### src/rtl/flu_wb_merge_pkg.sv
// flu_wb_merge_pkg
// Shared constants and types for the fixed-latency writeback merge.
// Holds the default channel count and buffer depth, the result/ID widths,
// the per-entry record that travels through each channel buffer, and a
// helper that sizes channel-index fields.
package flu_wb_merge_pkg;

    localparam int unsigned XLEN          = 64;
    localparam int unsigned TRANS_ID_BITS = 3;
    localparam int unsigned FLU_WB_NR_CH  = 4;
    localparam int unsigned FLU_WB_DEPTH  = 2;

    typedef logic [XLEN-1:0] xlen_t;

    typedef struct packed {
        xlen_t                    result;
        logic [TRANS_ID_BITS-1:0] trans_id;
        logic                     ex;
    } flu_wb_entry_t;

    // Width of a channel index; a single channel still gets a 1-bit field.
    function automatic int unsigned idxWidth(input int unsigned n);
        return (n > 1) ? $clog2(n) : 1;
    endfunction

endpackage

### src/rtl/flu_wb_merge_if.sv
// flu_wb_merge_if
// Bundles the per-channel producer signals and the merged scoreboard write
// port of flu_wb_merge.
//   ch_valid_i / ch_ready_o       per-channel push handshake
//   ch_result_i / ch_trans_id_i   per-channel result payload and ID
//   ch_ex_i                       per-channel exception flag
//   wb_valid_o / wb_ready_i       merged writeback handshake
//   wb_result_o / wb_trans_id_o   merged payload and ID
//   wb_ex_o / wb_ch_o             merged exception flag, granted channel
// Modports: slave is the merge unit, master is the surrounding logic that
// drives the channels and consumes the writeback.
interface flu_wb_merge_if
    import flu_wb_merge_pkg::*;
#(
    parameter int unsigned NR_CH  = FLU_WB_NR_CH,
    parameter int unsigned DATA_W = XLEN,
    parameter int unsigned TID_W  = TRANS_ID_BITS
);
    localparam int unsigned CH_W = idxWidth(NR_CH);

    logic [NR_CH-1:0]             ch_valid_i;
    logic [NR_CH-1:0]             ch_ready_o;
    logic [NR_CH-1:0][DATA_W-1:0] ch_result_i;
    logic [NR_CH-1:0][TID_W-1:0]  ch_trans_id_i;
    logic [NR_CH-1:0]             ch_ex_i;

    logic                         wb_valid_o;
    logic                         wb_ready_i;
    logic [DATA_W-1:0]            wb_result_o;
    logic [TID_W-1:0]             wb_trans_id_o;
    logic                         wb_ex_o;
    logic [CH_W-1:0]              wb_ch_o;

    modport master (
        output ch_valid_i, ch_result_i, ch_trans_id_i, ch_ex_i, wb_ready_i,
        input  ch_ready_o, wb_valid_o, wb_result_o, wb_trans_id_o, wb_ex_o, wb_ch_o
    );

    modport slave (
        input  ch_valid_i, ch_result_i, ch_trans_id_i, ch_ex_i, wb_ready_i,
        output ch_ready_o, wb_valid_o, wb_result_o, wb_trans_id_o, wb_ex_o, wb_ch_o
    );

endinterface

### src/rtl/flu_wb_merge_fifo.sv
// flu_wb_merge_fifo
// DEPTH-entry FIFO used as one channel buffer of flu_wb_merge. Pointers
// wrap at DEPTH-1 so any depth from 1 upward works, not only powers of two.
// Ports:
//   clk_i, rst_i   clock, synchronous active-high reset
//   flush_i        empties the buffer; push/pop in the same cycle are dropped
//   push_i, data_i write an entry (ignored when full)
//   pop_i          remove the head (ignored when empty)
//   data_o         current head entry
//   full_o,empty_o occupancy flags, derived from registered count only
module flu_wb_merge_fifo
    import flu_wb_merge_pkg::*;
#(
    parameter int unsigned DEPTH   = FLU_WB_DEPTH,
    parameter type         entry_t = flu_wb_entry_t
) (
    input  logic   clk_i,
    input  logic   rst_i,
    input  logic   flush_i,
    input  logic   push_i,
    input  entry_t data_i,
    input  logic   pop_i,
    output entry_t data_o,
    output logic   full_o,
    output logic   empty_o
);

    localparam int unsigned PTR_W = (DEPTH > 1) ? $clog2(DEPTH) : 1;
    localparam int unsigned CNT_W = $clog2(DEPTH + 1);

    entry_t           mem_q [DEPTH];
    logic [PTR_W-1:0] wptr_q, wptr_d;
    logic [PTR_W-1:0] rptr_q, rptr_d;
    logic [CNT_W-1:0] count_q, count_d;
    logic             pushEff;
    logic             popEff;

    function automatic logic [PTR_W-1:0] nextPtr(input logic [PTR_W-1:0] p);
        return (p == PTR_W'(DEPTH - 1)) ? '0 : p + 1'b1;
    endfunction

    assign full_o  = (count_q == CNT_W'(DEPTH));
    assign empty_o = (count_q == '0);
    assign data_o  = mem_q[rptr_q];

    // Pointer and occupancy next-state; flush wins over any push or pop.
    always_comb begin
        pushEff = push_i & ~full_o & ~flush_i;
        popEff  = pop_i & ~empty_o & ~flush_i;
        wptr_d  = wptr_q;
        rptr_d  = rptr_q;
        count_d = count_q;
        if (flush_i) begin
            wptr_d  = '0;
            rptr_d  = '0;
            count_d = '0;
        end else begin
            if (pushEff) wptr_d = nextPtr(wptr_q);
            if (popEff)  rptr_d = nextPtr(rptr_q);
            case ({pushEff, popEff})
                2'b10:   count_d = count_q + 1'b1;
                2'b01:   count_d = count_q - 1'b1;
                default: count_d = count_q;
            endcase
        end
    end

    // Control state register.
    always_ff @(posedge clk_i) begin
        if (rst_i) begin
            wptr_q  <= '0;
            rptr_q  <= '0;
            count_q <= '0;
        end else begin
            wptr_q  <= wptr_d;
            rptr_q  <= rptr_d;
            count_q <= count_d;
        end
    end

    // Storage needs no reset: an entry is only read once counted as valid.
    always_ff @(posedge clk_i) begin
        if (pushEff) mem_q[wptr_q] <= data_i;
    end

    // The parent gates pushes with ready and pops with the grant, so neither
    // should ever reach a full or empty buffer.
    assert property (@(posedge clk_i) disable iff (rst_i) !(push_i && full_o));
    assert property (@(posedge clk_i) disable iff (rst_i) !(pop_i && empty_o));

endmodule

### src/rtl/flu_wb_merge.sv
// flu_wb_merge
// Writeback merge for the fixed-latency issue port. Each of NR_CH functional
// unit channels owns a DEPTH-entry buffer; one buffered result per cycle is
// arbitrated onto the scoreboard write port under valid/ready.
// Ports:
//   clk_i, rst_i  clock, synchronous active-high reset
//   flush_i       discard every buffered result, clear lock and RR pointer
//   bus (slave)   channel push handshakes and merged writeback port
//   idle_o        all channel buffers empty
// Build option FLU_WB_RR_EN: round-robin arbitration starting at rr_q instead
// of fixed lowest-index priority. Without it no rr_q register exists.
module flu_wb_merge
    import flu_wb_merge_pkg::*;
#(
    parameter int unsigned NR_CH  = FLU_WB_NR_CH,
    parameter int unsigned DATA_W = XLEN,
    parameter int unsigned TID_W  = TRANS_ID_BITS,
    parameter int unsigned DEPTH  = FLU_WB_DEPTH
) (
    input  logic          clk_i,
    input  logic          rst_i,
    input  logic          flush_i,
    flu_wb_merge_if.slave bus,
    output logic          idle_o
);

    localparam int unsigned CH_W = idxWidth(NR_CH);

    typedef struct packed {
        logic [DATA_W-1:0] result;
        logic [TID_W-1:0]  trans_id;
        logic              ex;
    } entry_t;

    entry_t [NR_CH-1:0] pushData;
    entry_t [NR_CH-1:0] headData;
    entry_t             selEntry;
    logic   [NR_CH-1:0] pushEn;
    logic   [NR_CH-1:0] popEn;
    logic   [NR_CH-1:0] full;
    logic   [NR_CH-1:0] empty;
    logic   [NR_CH-1:0] chReady;
    logic   [CH_W-1:0]  grantCh;
    logic               wbValid;
    logic               handshake;

    logic               lock_q, lock_d;
    logic   [CH_W-1:0]  lock_ch_q, lock_ch_d;

    // Ready is held low during reset and otherwise depends only on the
    // registered fill level, never on the writeback side.
    assign chReady        = ~full & {NR_CH{~rst_i}};
    assign bus.ch_ready_o = chReady;
    assign pushEn         = bus.ch_valid_i & chReady;
    assign idle_o         = &empty;

    for (genvar c = 0; c < NR_CH; c++) begin : g_ch
        assign pushData[c].result   = bus.ch_result_i[c];
        assign pushData[c].trans_id = bus.ch_trans_id_i[c];
        assign pushData[c].ex       = bus.ch_ex_i[c];
        assign popEn[c]             = handshake & (grantCh == CH_W'(c));

        flu_wb_merge_fifo #(
            .DEPTH   (DEPTH),
            .entry_t (entry_t)
        ) u_fifo (
            .clk_i   (clk_i),
            .rst_i   (rst_i),
            .flush_i (flush_i),
            .push_i  (pushEn[c]),
            .data_i  (pushData[c]),
            .pop_i   (popEn[c]),
            .data_o  (headData[c]),
            .full_o  (full[c]),
            .empty_o (empty[c])
        );
    end

`ifdef FLU_WB_RR_EN
    logic [CH_W-1:0] rr_q, rr_d;
    logic [CH_W-1:0] cand;
    logic            found;

    // Round-robin search over non-empty heads starting at rr_q; an active
    // lock overrides the search so the presented head cannot change.
    always_comb begin
        grantCh = '0;
        cand    = '0;
        found   = 1'b0;
        for (int k = 0; k < int'(NR_CH); k++) begin
            cand = CH_W'((int'(rr_q) + k) % int'(NR_CH));
            if (!found && !empty[cand]) begin
                found   = 1'b1;
                grantCh = cand;
            end
        end
        if (lock_q) grantCh = lock_ch_q;
    end

    // Pointer moves past the winner on every accepted result.
    always_comb begin
        rr_d = rr_q;
        if (handshake) begin
            rr_d = (grantCh == CH_W'(NR_CH - 1)) ? '0 : grantCh + 1'b1;
        end
    end

    always_ff @(posedge clk_i) begin
        if (rst_i || flush_i) rr_q <= '0;
        else                  rr_q <= rr_d;
    end
`else
    // Fixed priority: scanning downward leaves the lowest non-empty index;
    // an active lock overrides it.
    always_comb begin
        grantCh = '0;
        for (int k = int'(NR_CH) - 1; k >= 0; k--) begin
            if (!empty[k]) grantCh = CH_W'(k);
        end
        if (lock_q) grantCh = lock_ch_q;
    end
`endif

    assign wbValid   = lock_q | ~(&empty);
    assign handshake = wbValid & bus.wb_ready_i & ~flush_i;
    assign selEntry  = headData[grantCh];

    assign bus.wb_valid_o    = wbValid;
    assign bus.wb_result_o   = wbValid ? selEntry.result   : '0;
    assign bus.wb_trans_id_o = wbValid ? selEntry.trans_id : '0;
    assign bus.wb_ex_o       = wbValid ? selEntry.ex       : 1'b0;
    assign bus.wb_ch_o       = wbValid ? grantCh           : '0;

    // A stalled result pins the grant until it is accepted, so the
    // scoreboard sees stable outputs even if higher-priority data arrives.
    always_comb begin
        lock_d    = lock_q;
        lock_ch_d = lock_ch_q;
        if (wbValid && !bus.wb_ready_i) begin
            lock_d    = 1'b1;
            lock_ch_d = grantCh;
        end else if (handshake) begin
            lock_d    = 1'b0;
        end
    end

    always_ff @(posedge clk_i) begin
        if (rst_i || flush_i) begin
            lock_q    <= 1'b0;
            lock_ch_q <= '0;
        end else begin
            lock_q    <= lock_d;
            lock_ch_q <= lock_ch_d;
        end
    end

endmodule

### src/flat_wrapper.sv
// flat-port wrapper written by rule: the top's interface ports become plain ports
module flu_wb_merge_flat import flu_wb_merge_pkg::*;
#(
    parameter int unsigned NR_CH  = FLU_WB_NR_CH,
    parameter int unsigned DATA_W = XLEN,
    parameter int unsigned TID_W  = TRANS_ID_BITS,
    parameter int unsigned DEPTH  = FLU_WB_DEPTH
)
  (clk_i, rst_i, flush_i, idle_o, bus_ch_valid_i, bus_ch_result_i, bus_ch_trans_id_i, bus_ch_ex_i, bus_wb_ready_i, bus_ch_ready_o, bus_wb_valid_o, bus_wb_result_o, bus_wb_trans_id_o, bus_wb_ex_o, bus_wb_ch_o);
  flu_wb_merge_if #(.NR_CH(NR_CH), .DATA_W(DATA_W), .TID_W(TID_W)) bus_i ();
  input  logic clk_i;
  input  logic rst_i;
  input  logic flush_i;
  output logic idle_o;
  input wire logic [$bits(bus_i.ch_valid_i)-1:0] bus_ch_valid_i;
  input wire logic [$bits(bus_i.ch_result_i)-1:0] bus_ch_result_i;
  input wire logic [$bits(bus_i.ch_trans_id_i)-1:0] bus_ch_trans_id_i;
  input wire logic [$bits(bus_i.ch_ex_i)-1:0] bus_ch_ex_i;
  input wire logic [$bits(bus_i.wb_ready_i)-1:0] bus_wb_ready_i;
  output wire logic [$bits(bus_i.ch_ready_o)-1:0] bus_ch_ready_o;
  output wire logic [$bits(bus_i.wb_valid_o)-1:0] bus_wb_valid_o;
  output wire logic [$bits(bus_i.wb_result_o)-1:0] bus_wb_result_o;
  output wire logic [$bits(bus_i.wb_trans_id_o)-1:0] bus_wb_trans_id_o;
  output wire logic [$bits(bus_i.wb_ex_o)-1:0] bus_wb_ex_o;
  output wire logic [$bits(bus_i.wb_ch_o)-1:0] bus_wb_ch_o;
  assign bus_i.ch_valid_i = bus_ch_valid_i;
  assign bus_i.ch_result_i = bus_ch_result_i;
  assign bus_i.ch_trans_id_i = bus_ch_trans_id_i;
  assign bus_i.ch_ex_i = bus_ch_ex_i;
  assign bus_i.wb_ready_i = bus_wb_ready_i;
  assign bus_ch_ready_o = bus_i.ch_ready_o;
  assign bus_wb_valid_o = bus_i.wb_valid_o;
  assign bus_wb_result_o = bus_i.wb_result_o;
  assign bus_wb_trans_id_o = bus_i.wb_trans_id_o;
  assign bus_wb_ex_o = bus_i.wb_ex_o;
  assign bus_wb_ch_o = bus_i.wb_ch_o;
  flu_wb_merge #(.NR_CH(NR_CH), .DATA_W(DATA_W), .TID_W(TID_W), .DEPTH(DEPTH)) u_core (.clk_i(clk_i), .rst_i(rst_i), .flush_i(flush_i), .bus(bus_i), .idle_o(idle_o));
endmodule
### config.mk
export PLATFORM = sky130hd
export DESIGN_NAME = flu_wb_merge_flat
export DESIGN_NICKNAME = d
export VERILOG_FILES = /design/src/rtl/flu_wb_merge_pkg.sv /design/src/rtl/flu_wb_merge_if.sv /design/src/rtl/flu_wb_merge_fifo.sv /design/src/rtl/flu_wb_merge.sv /design/src/flat_wrapper.sv
export SDC_FILE = /design/constraint.sdc
export NUM_CORES = 1
export LEC_CHECK = 0
export CAP_MARGIN = 20
export CORE_MARGIN = 4
export CORE_UTILIZATION = 52
export CTS_CLUSTER_SIZE = 8
export DETAILED_ROUTE_END_ITERATION = 12
export GPL_TIMING_DRIVEN = 0
export PLACE_DENSITY = 0.81
export SLEW_MARGIN = 20
export SYNTH_ARGS = -nofsm -noshare
export SYNTH_HDL_FRONTEND = slang
export SYNTH_SLANG_ARGS = --single-unit
### constraint.sdc
create_clock -name clk_i -period 8.5 [get_ports clk_i]
set_input_delay 0.85 -clock clk_i [delete_from_list [all_inputs] [get_ports clk_i]]
set_output_delay 0.85 -clock clk_i [all_outputs]
set_load 0.05 [all_outputs]
==> metrics.md, run 1 <==
| Metric | Value |
|---|---|
| GR Layer Usage met3 | `6.26%` |
| EDFF count, synth | `544` |
| Post-CTS Hold Fix Bufs | `0` |
| Initial DRC count | `1131` |
| Seq/Total Area, Yosys | `74.7%` |
| Synth area leader | `edfxtp_1` |
| RSZ-0062 raised after global routing | `no` |
| Highest net fanout along the worst path | `10` |
| Fin Hold WS | `0.485 ns` |
| Vias in the first global route | `14569` |
| Total design power | `6.55 mW` |
| Initial Util | `53.1%` |
| Die span in y | `216 um` |
| Status | `finished, final reports clean` |
| Most frequent cell after synthesis | `edfxtp_1` |
| CP max stage cell | `clkdlybuf4s50_1` |
| Top Usage Layer GRT | `met2` |
| DRT Pass-1 Iters | `5` |
| Peak Freq | `0.203 GHz` |
| Place WS | `4.19 ns` |
| Die Footprint | `46600 sq um` |
| R2R Path End | `u_core.g_ch[3].u_fifo.count_q[1]` |
| FILL cells | `2749` |
| Min cycle time layout | `4.92 ns` |
| Crit path to | `bus_wb_result_o[60]` |
| Port bufs | `355` |
| Area contributors post-synth | `edfxtp_1, mux2i_1, mux2_2` |
| Setup ws final | `3.58 ns` |
| Gate Count Post-Synth | `1367` |
| Reg-to-Reg Start | `u_core.lock_q` |
| WL final | `59600 um` |
| Met2 usage | `43.5%` |
| Global-route wire length before repair | `88000 um` |
| Post-Syn Area | `22500 sq um` |
| Setup tns final | `0 ns` |
| Final Skew | `0.0223 ns` |
| Total GRT Usage | `25.0%` |
| Final Max Slew Viols | `0` |
| Crit share post-route | `57.9%` |
| Worst hold-check path type | `reg2reg` |
| Post-CTS setup buffers | `0` |
| DRC viols | `0` |
| Distinct cells, synth | `40` |
| Ports | `356` |
| Clk root buf | `clkbuf_16` |
| Worst Tran Pin Value | `0.893 ns` |
| Detailed placement HPWL | `42100 um` |
| Kind of start point of the critical path | `register` |
| PD cells | `221 nW/um^2` |
| Largest net degree at the start of global routing | `24` |
| Layout area overhead | `31.8%` |
| Data arrival, critical path | `4.07 ns` |
| Post-detailed-route count of antenna-violating nets | `0` |
| FP Rows | `75` |
| Reg-to-reg slack, setup | `5.99 ns` |
| Asr flop ratio synth | `0%` |
| Ys flop type | `edfxtp_1` |
| Worst-Skew Late Latency | `0.58 ns` |
| Via count | `13723` |
| Leakage | `9.29 nW` |
| Flops & latches, synth | `567` |
| Final Hold Vio Count | `0` |
| CP Capture Type | `output pin` |
| Post-synth top cells | `edfxtp_1, mux2i_1, nand2_1` |
| Register-to-Register Path Depth | `7` |
| Post_cts resized | `0` |
| H-tree Lvls | `3` |
| Required time of the critical path | `7.65 ns` |
| Antenna violations before repair | `18` |
| Nets | `2112` |
| Sink Count | `567` |
| Mean Syn Cell Area | `16.5 sq um` |
| Die X | `216 um` |
| Core Area | `42300 sq um` |
| Layout cell share with drive strength beyond 1 | `13.5%` |
| Top-area cell type share of the netlist area | `72.6%` |
| CTS max path bufs | `3` |
| CTS tree | `yes` |
| Largest stage delay, worst path | `0.89 ns` |
| Worst-path cell chain | `nor2_1 > nand3_1 > clkbuf_1 > clkbuf_1 > o21ai_0 > a211oi_1 > clkdlybuf4s50_1` |
| Max-slew headroom | `40.5%` |
| CTS Buf Count | `80` |
| Crit. Startpoint | `u_core.g_ch[1].u_fifo.count_q[0]` |
| Remaining global-route overflow | `0` |
| Syn_nets | `1651` |
| Clk slew on worst S/H paths | `0.05 ns` |
| CP dominant cell by count | `clkbuf_1` |
| Max IR drop VDD | `0.192 mV` |
| Syn. warnings | `0` |
| Max_cap viols | `0` |
| Placer Congestion | `0.826` |
| Setup CP Type | `reg2out` |
| Via/cell ratio | `5.61` |
| Final setup vio count | `0` |
| GRT met1 Usage | `31.4%` |
| WL/cell | `24.4 um` |
[area by class of cell]
cell class,count,area [sq um],area share (%)
Antenna cell,12,30.0,0.101
Buffer,78,384,1.30
Clock buffer,106,2140,7.23
Clock inverter,3,33.8,0.114
Inverter,6,27.5,0.0929
Multi-Input combinational cell,716,5340,18.0
Sequential cell,567,16800,56.7
Tap cell,577,722,2.44
Timing Repair Buffer,379,4150,14.0
[critical path, delay by kind of cell, from the launching register on]
kind / cells / cell delay (ns)
AOI/OAI and AO/OA: 2 / 0.56
buffers and inverters: 3 / 1.83
DFF: 1 / 0.42
and+or+nand+nor: 2 / 0.68
[kinds of logic (layout without fill, tap and decap cells)]
group | count (synthesis) | in the layout | share of synthesized area [%]
flip-flops | 567 | 567 | 74.7
multiplexers | 274 | 274 | 12.6
AO/OA/AOI/OAI | 222 | 222 | 6.25
AND/OR/NAND/NOR | 201 | 201 | 3.84
buffers and inverters | 84 | 572 | 1.83
XOR/XNOR | 15 | 15 | 0.584
adder cells (fa/ha/maj) | 4 | 4 | 0.223
other | 0 | 12 | 0
[how the worst min path moves through the flow]
stage               slack, ns                    startpoint                            to  cells after the start
finish                   0.48  u_core.g_ch[3].u_fifo.rptr_q  u_core.g_ch[3].u_fifo.rptr_q                      2
global route             0.52  u_core.g_ch[3].u_fifo.rptr_q  u_core.g_ch[3].u_fifo.rptr_q                      2
CTS                      0.48  u_core.g_ch[3].u_fifo.rptr_q  u_core.g_ch[3].u_fifo.rptr_q                      2
detailed placement       0.48  u_core.g_ch[3].u_fifo.rptr_q  u_core.g_ch[3].u_fifo.rptr_q                      2
global placement         0.46  u_core.g_ch[3].u_fifo.rptr_q  u_core.g_ch[3].u_fifo.rptr_q                      2
floorplan                0.45  u_core.g_ch[3].u_fifo.rptr_q                      register                      2
[report_power, final]
group	internal (mW)	total [mW]	switching (mW)	leakage, nW
combinational	0.254	0.615	0.362	3.11
clock	1.73	2.80	1.08	1.05
sequential	3.12	3.13	0.0122	5.13
[layout by cell type (no fill, tap or decap), types with 8 or more instances in the layout]
cell and count:
edfxtp_1 544, clkdlybuf4s50_1 355, mux2i_1 206, nand2_1 140
clkbuf_16 82, o21ai_0 73, mux2_2 68, a21oi_1 63
clkbuf_1 61, a211oi_1 59, buf_2 25, dfxtp_1 23
nor2_1 21, buf_16 16, diode_2 12, a211oi_2 11
xnor2_1 11, nor2_4 10, a21oi_2 10, buf_12 8
[state kept, by name, indices dropped and copies added, names as in the netlist, named ones only]
register	count
u_core.g_ch.u_fifo.mem_q	544
u_core.g_ch.u_fifo.count_q	8
u_core.g_ch.u_fifo.rptr_q	4
u_core.g_ch.u_fifo.wptr_q	4
u_core.lock_ch_q	2
u_core.lock_q	1
[through the flow]
step | utilization (%) | cells | instance area, sq um
after floorplan | - | 1367 | 22500
after global placement | 63.2 | 2299 | 26800
after detailed placement | 64.8 | 2323 | 27400
after CTS | 69.9 | 2432 | 29600
after global routing | 70.0 | 2437 | 29600
final | 70.0 | 2444 | 29600
[metal layers]
| layer | routed length, um | share of wire (%) | vias to the layer above |
|---|---|---|---|
| li1 | - | - | 6183 |
| met5 | 115 | 0.19 | - |
| met2 | 30200 | 51 | 528 |
| met4 | 1300 | 2.2 | 18 |
| met1 | 23500 | 39 | 6889 |
| met3 | 4490 | 7.5 | 105 |
Note: power is estimated with default switching activity, not from simulation.
==> run 2, diff against run 1 <==
==> constraint.sdc (replaced) <==
create_clock -name clk_i -period 5.1 [get_ports clk_i]
set_input_delay 0.51 -clock clk_i [delete_from_list [all_inputs] [get_ports clk_i]]
set_output_delay 0.51 -clock clk_i [all_outputs]
set_load 0.05 [all_outputs]
==> results of run 2 <==
Same layout as run 1 (identical final DEF). Status: finished, final reports clean.
Main changes from that run: setup slack after placement 4.19 ns -> 1.13 ns; setup slack after layout 3.58 ns -> 0.519 ns; register-to-register setup slack 5.99 ns -> 2.59 ns; total power 6.55 mW -> 10.9 mW; worst IR drop on VDD 0.192 mV -> 0.320 mV
==> run 3, diff against run 2 <==
--- a/config.mk
+++ b/config.mk
@@ -6,7 +6,7 @@
 export NUM_CORES = 1
 export LEC_CHECK = 0
 export CAP_MARGIN = 20
-export CORE_MARGIN = 4
+export CORE_MARGIN = 2
 export CORE_UTILIZATION = 52
 export CTS_CLUSTER_SIZE = 8
 export DETAILED_ROUTE_END_ITERATION = 12
==> metrics.md, run 3 (synthesis results as in run 1) <==
| Metric | Value |
|---|---|
| Status | `finished, final reports clean` |
| Post-Place Cell Area | `27400 sq um (-0.24%)` |
| Biggest register | `u_core.g_ch.u_fifo.mem_q` |
| Total design power | `11.0 mW` |
| Final Max Slew Viols | `0 (unchanged)` |
| Clk slew on worst S/H paths | `0.05 ns (about the same)` |
| Register-to-Register Path Depth | `8 (+1)` |
| Nets | `2113 (+0.047%)` |
| H-tree Lvls | `3 (unchanged)` |
| CP Capture Type | `output pin` |
| Layout area overhead | `31.7% (about the same)` |
| Reg-to-reg slack, setup | `2.54 ns` |
| Die Footprint | `44900 sq um (-3.7%)` |
| R2R Path End | `u_core.g_ch[3].u_fifo.count_q[1]` |
| Dpl cells | `2331 (+0.34%)` |
| Setup CP Type | `reg2out` |
| Placer Congestion | `0.817 (-1.1%)` |
| Initial DRC count | `1269 (+12%)` |
| Max reg flops | `544 (unchanged)` |
| Worst Tran Pin Value | `1.14 ns (+0.250 ns)` |
| Post-CTS setup buffers | `0 (unchanged)` |
| PD cells | `372 nW/um^2` |
| WL/cell | `25.1 um (+2.8%)` |
| DRT Pass-1 Iters | `7 (+2)` |
| Place WS | `1.05 ns` |
| Design area | `29600 sq um (about the same)` |
| Initial Util | `52.4% (-0.70 points)` |
| Via count | `13890 (+1.2%)` |
| Data arrival, critical path | `4.17 ns (+0.10 ns)` |
| Crit. Startpoint | `u_core.g_ch[1].u_fifo.count_q[0]` |
| Detailed placement HPWL | `41900 um (-0.59%)` |
| Peak Freq | `0.214 GHz` |
| Total GRT Usage | `27.3% (+2.3 points)` |
| Leakage | `9.29 nW (about the same)` |
| Final setup vio count | `0 (unchanged)` |
| Worst hold-check path type | `reg2reg` |
| Layout cell share with drive strength beyond 1 | `13.7% (+0.18 points)` |
| CTS Buf Count | `81 (+1.3%)` |
| Final Skew | `0.0221 ns (-0.000229 ns)` |
| Ports | `356 (unchanged)` |
| Via/cell ratio | `5.67 (+1.0%)` |
| Crit path to | `bus_wb_result_o[56]` |
| Final Hold Vio Count | `0 (unchanged)` |
| Top Registers | `u_core.g_ch.u_fifo.mem_q x544, u_core.g_ch.u_fifo.count_q x8` |
| Crit share post-route | `91.7%` |
| Min cycle time layout | `4.68 ns` |
| Post_cts resized | `0 (unchanged)` |
| Max-slew headroom | `23.9% (-17 points)` |
| Die X | `212 um (-1.9%)` |
| CTS max path bufs | `3 (unchanged)` |
| Fin Hold WS | `0.492 ns (+0.00706 ns)` |
| Clk root buf | `clkbuf_16` |
| Most common cell after layout, fill and taps aside | `edfxtp_1` |
| FP Rows | `76 (+1.3%)` |
| Worst-Skew Late Latency | `0.60 ns (+0.02 ns)` |
| Reg-to-Reg Start | `u_core.g_ch[3].u_fifo.count_q[0]` |
| RSZ-0062 raised after global routing | `no` |
| Final Instance Count excl. Fillers | `2449 (+0.20%)` |
| Highest net fanout along the worst path | `10 (unchanged)` |
| Vias in the first global route | `14746 (+1.2%)` |
| Most frequent cells in the layout | `edfxtp_1, clkdlybuf4s50_1, mux2i_1, nand2_1, clkbuf_16` |
| DRC viols | `0 (unchanged)` |
| Required time of the critical path | `4.59 ns` |
| Post-CTS Hold Fix Bufs | `0 (unchanged)` |
| Port bufs | `355 (unchanged)` |
| Core Area | `42900 sq um (+1.3%)` |
| Largest net degree at the start of global routing | `25 (+4.2%)` |
| Global-route wire length before repair | `89000 um (+1.1%)` |
| Max IR drop VDD | `0.327 mV` |
| Post-detailed-route count of antenna-violating nets | `0 (unchanged)` |
| Max_cap viols | `0 (unchanged)` |
| Setup ws final | `0.424 ns` |
| Die span in y | `212 um (-1.9%)` |
| Kind of start point of the critical path | `register` |
| WL final | `61400 um (+3.0%)` |
| Remaining global-route overflow | `0 (unchanged)` |
| CTS tree | `yes` |
| Antenna violations before repair | `15 (-3)` |
| Sink Count | `567 (unchanged)` |
run 3: cell count changes in the layout (fill, tap and decap cells not counted):
cell,delta
buf_12,+10
buf_16,-10
clkbuf_1,-5
clkbuf_16,+3
clkinv_4,+1
clkinv_8,-1
diode_2,-1
run 3: critical path: stages (launching register included):
cell and delay (ns):
dfxtp_1 0.41, nor2_1 0.15, nand3_1 0.59, clkbuf_1 0.62, clkbuf_1 0.44, o21ai_0 0.20
a211oi_1 0.30, clkdlybuf4s50_1 0.85
run 3: layout make-up:
type                       count  area (sq um)
sequential                   567         16800
timing repair buffer         379          4080
clock inverter                 3          26.3
tap                          585           732
fill                        2791         13300
multi-input combinational    716          5340
clock buffer                 104          2200
antenna                       11          27.5
inverter                       6          27.5
buffer                        78           384
run 3: metal layers:
metal / vias to the layer above / track usage (%) / wire (um)
li1: 6187 / - / -
met4: 10 / 12.4 / 2080
met3: 125 / 6.54 / 5200
met5: - / 0 / 62
met1: 6913 / 34.9 / 24100
met2: 655 / 44.5 / 29900
run 3: how the worst min path moves through the flow:
| stage | start | to | depth (start not counted) |
|---|---|---|---|
| 2_1_floorplan | u_core.g_ch[3].u_fifo.rptr_q | register | 2 |
| 3_3_place_gp | u_core.g_ch[3].u_fifo.rptr_q | u_core.g_ch[3].u_fifo.rptr_q | 2 |
| 3_5_place_dp | u_core.g_ch[3].u_fifo.rptr_q | u_core.g_ch[3].u_fifo.rptr_q | 2 |
| 4_1_cts | bus_ch_result_i[100] | u_core.g_ch[1].u_fifo.mem_q[0][40] | 1 |
| 5_1_grt | bus_ch_result_i[127] | u_core.g_ch[1].u_fifo.mem_q[1][67] | 1 |
| 6_report | u_core.g_ch[3].u_fifo.rptr_q | u_core.g_ch[3].u_fifo.rptr_q | 2 |
run 3: report_power, final:
part | total (mW) | internal (mW) | switching (mW) | leakage [nW]
sequential | 5.22 | 5.20 | 0.0212 | 5.13
clock | 4.77 | 2.96 | 1.82 | 1.08
combinational | 1.02 | 0.420 | 0.604 | 3.08
total | 11.0 | 8.58 | 2.44 | 9.29
run 3: stage by stage:
stage	util [%]	TNS, ns
floorplan	-	0
global placement	62.4	-1331.98
detailed placement	63.8	0
CTS	69.0	0
global route	69.0	0
finish	69.0	0
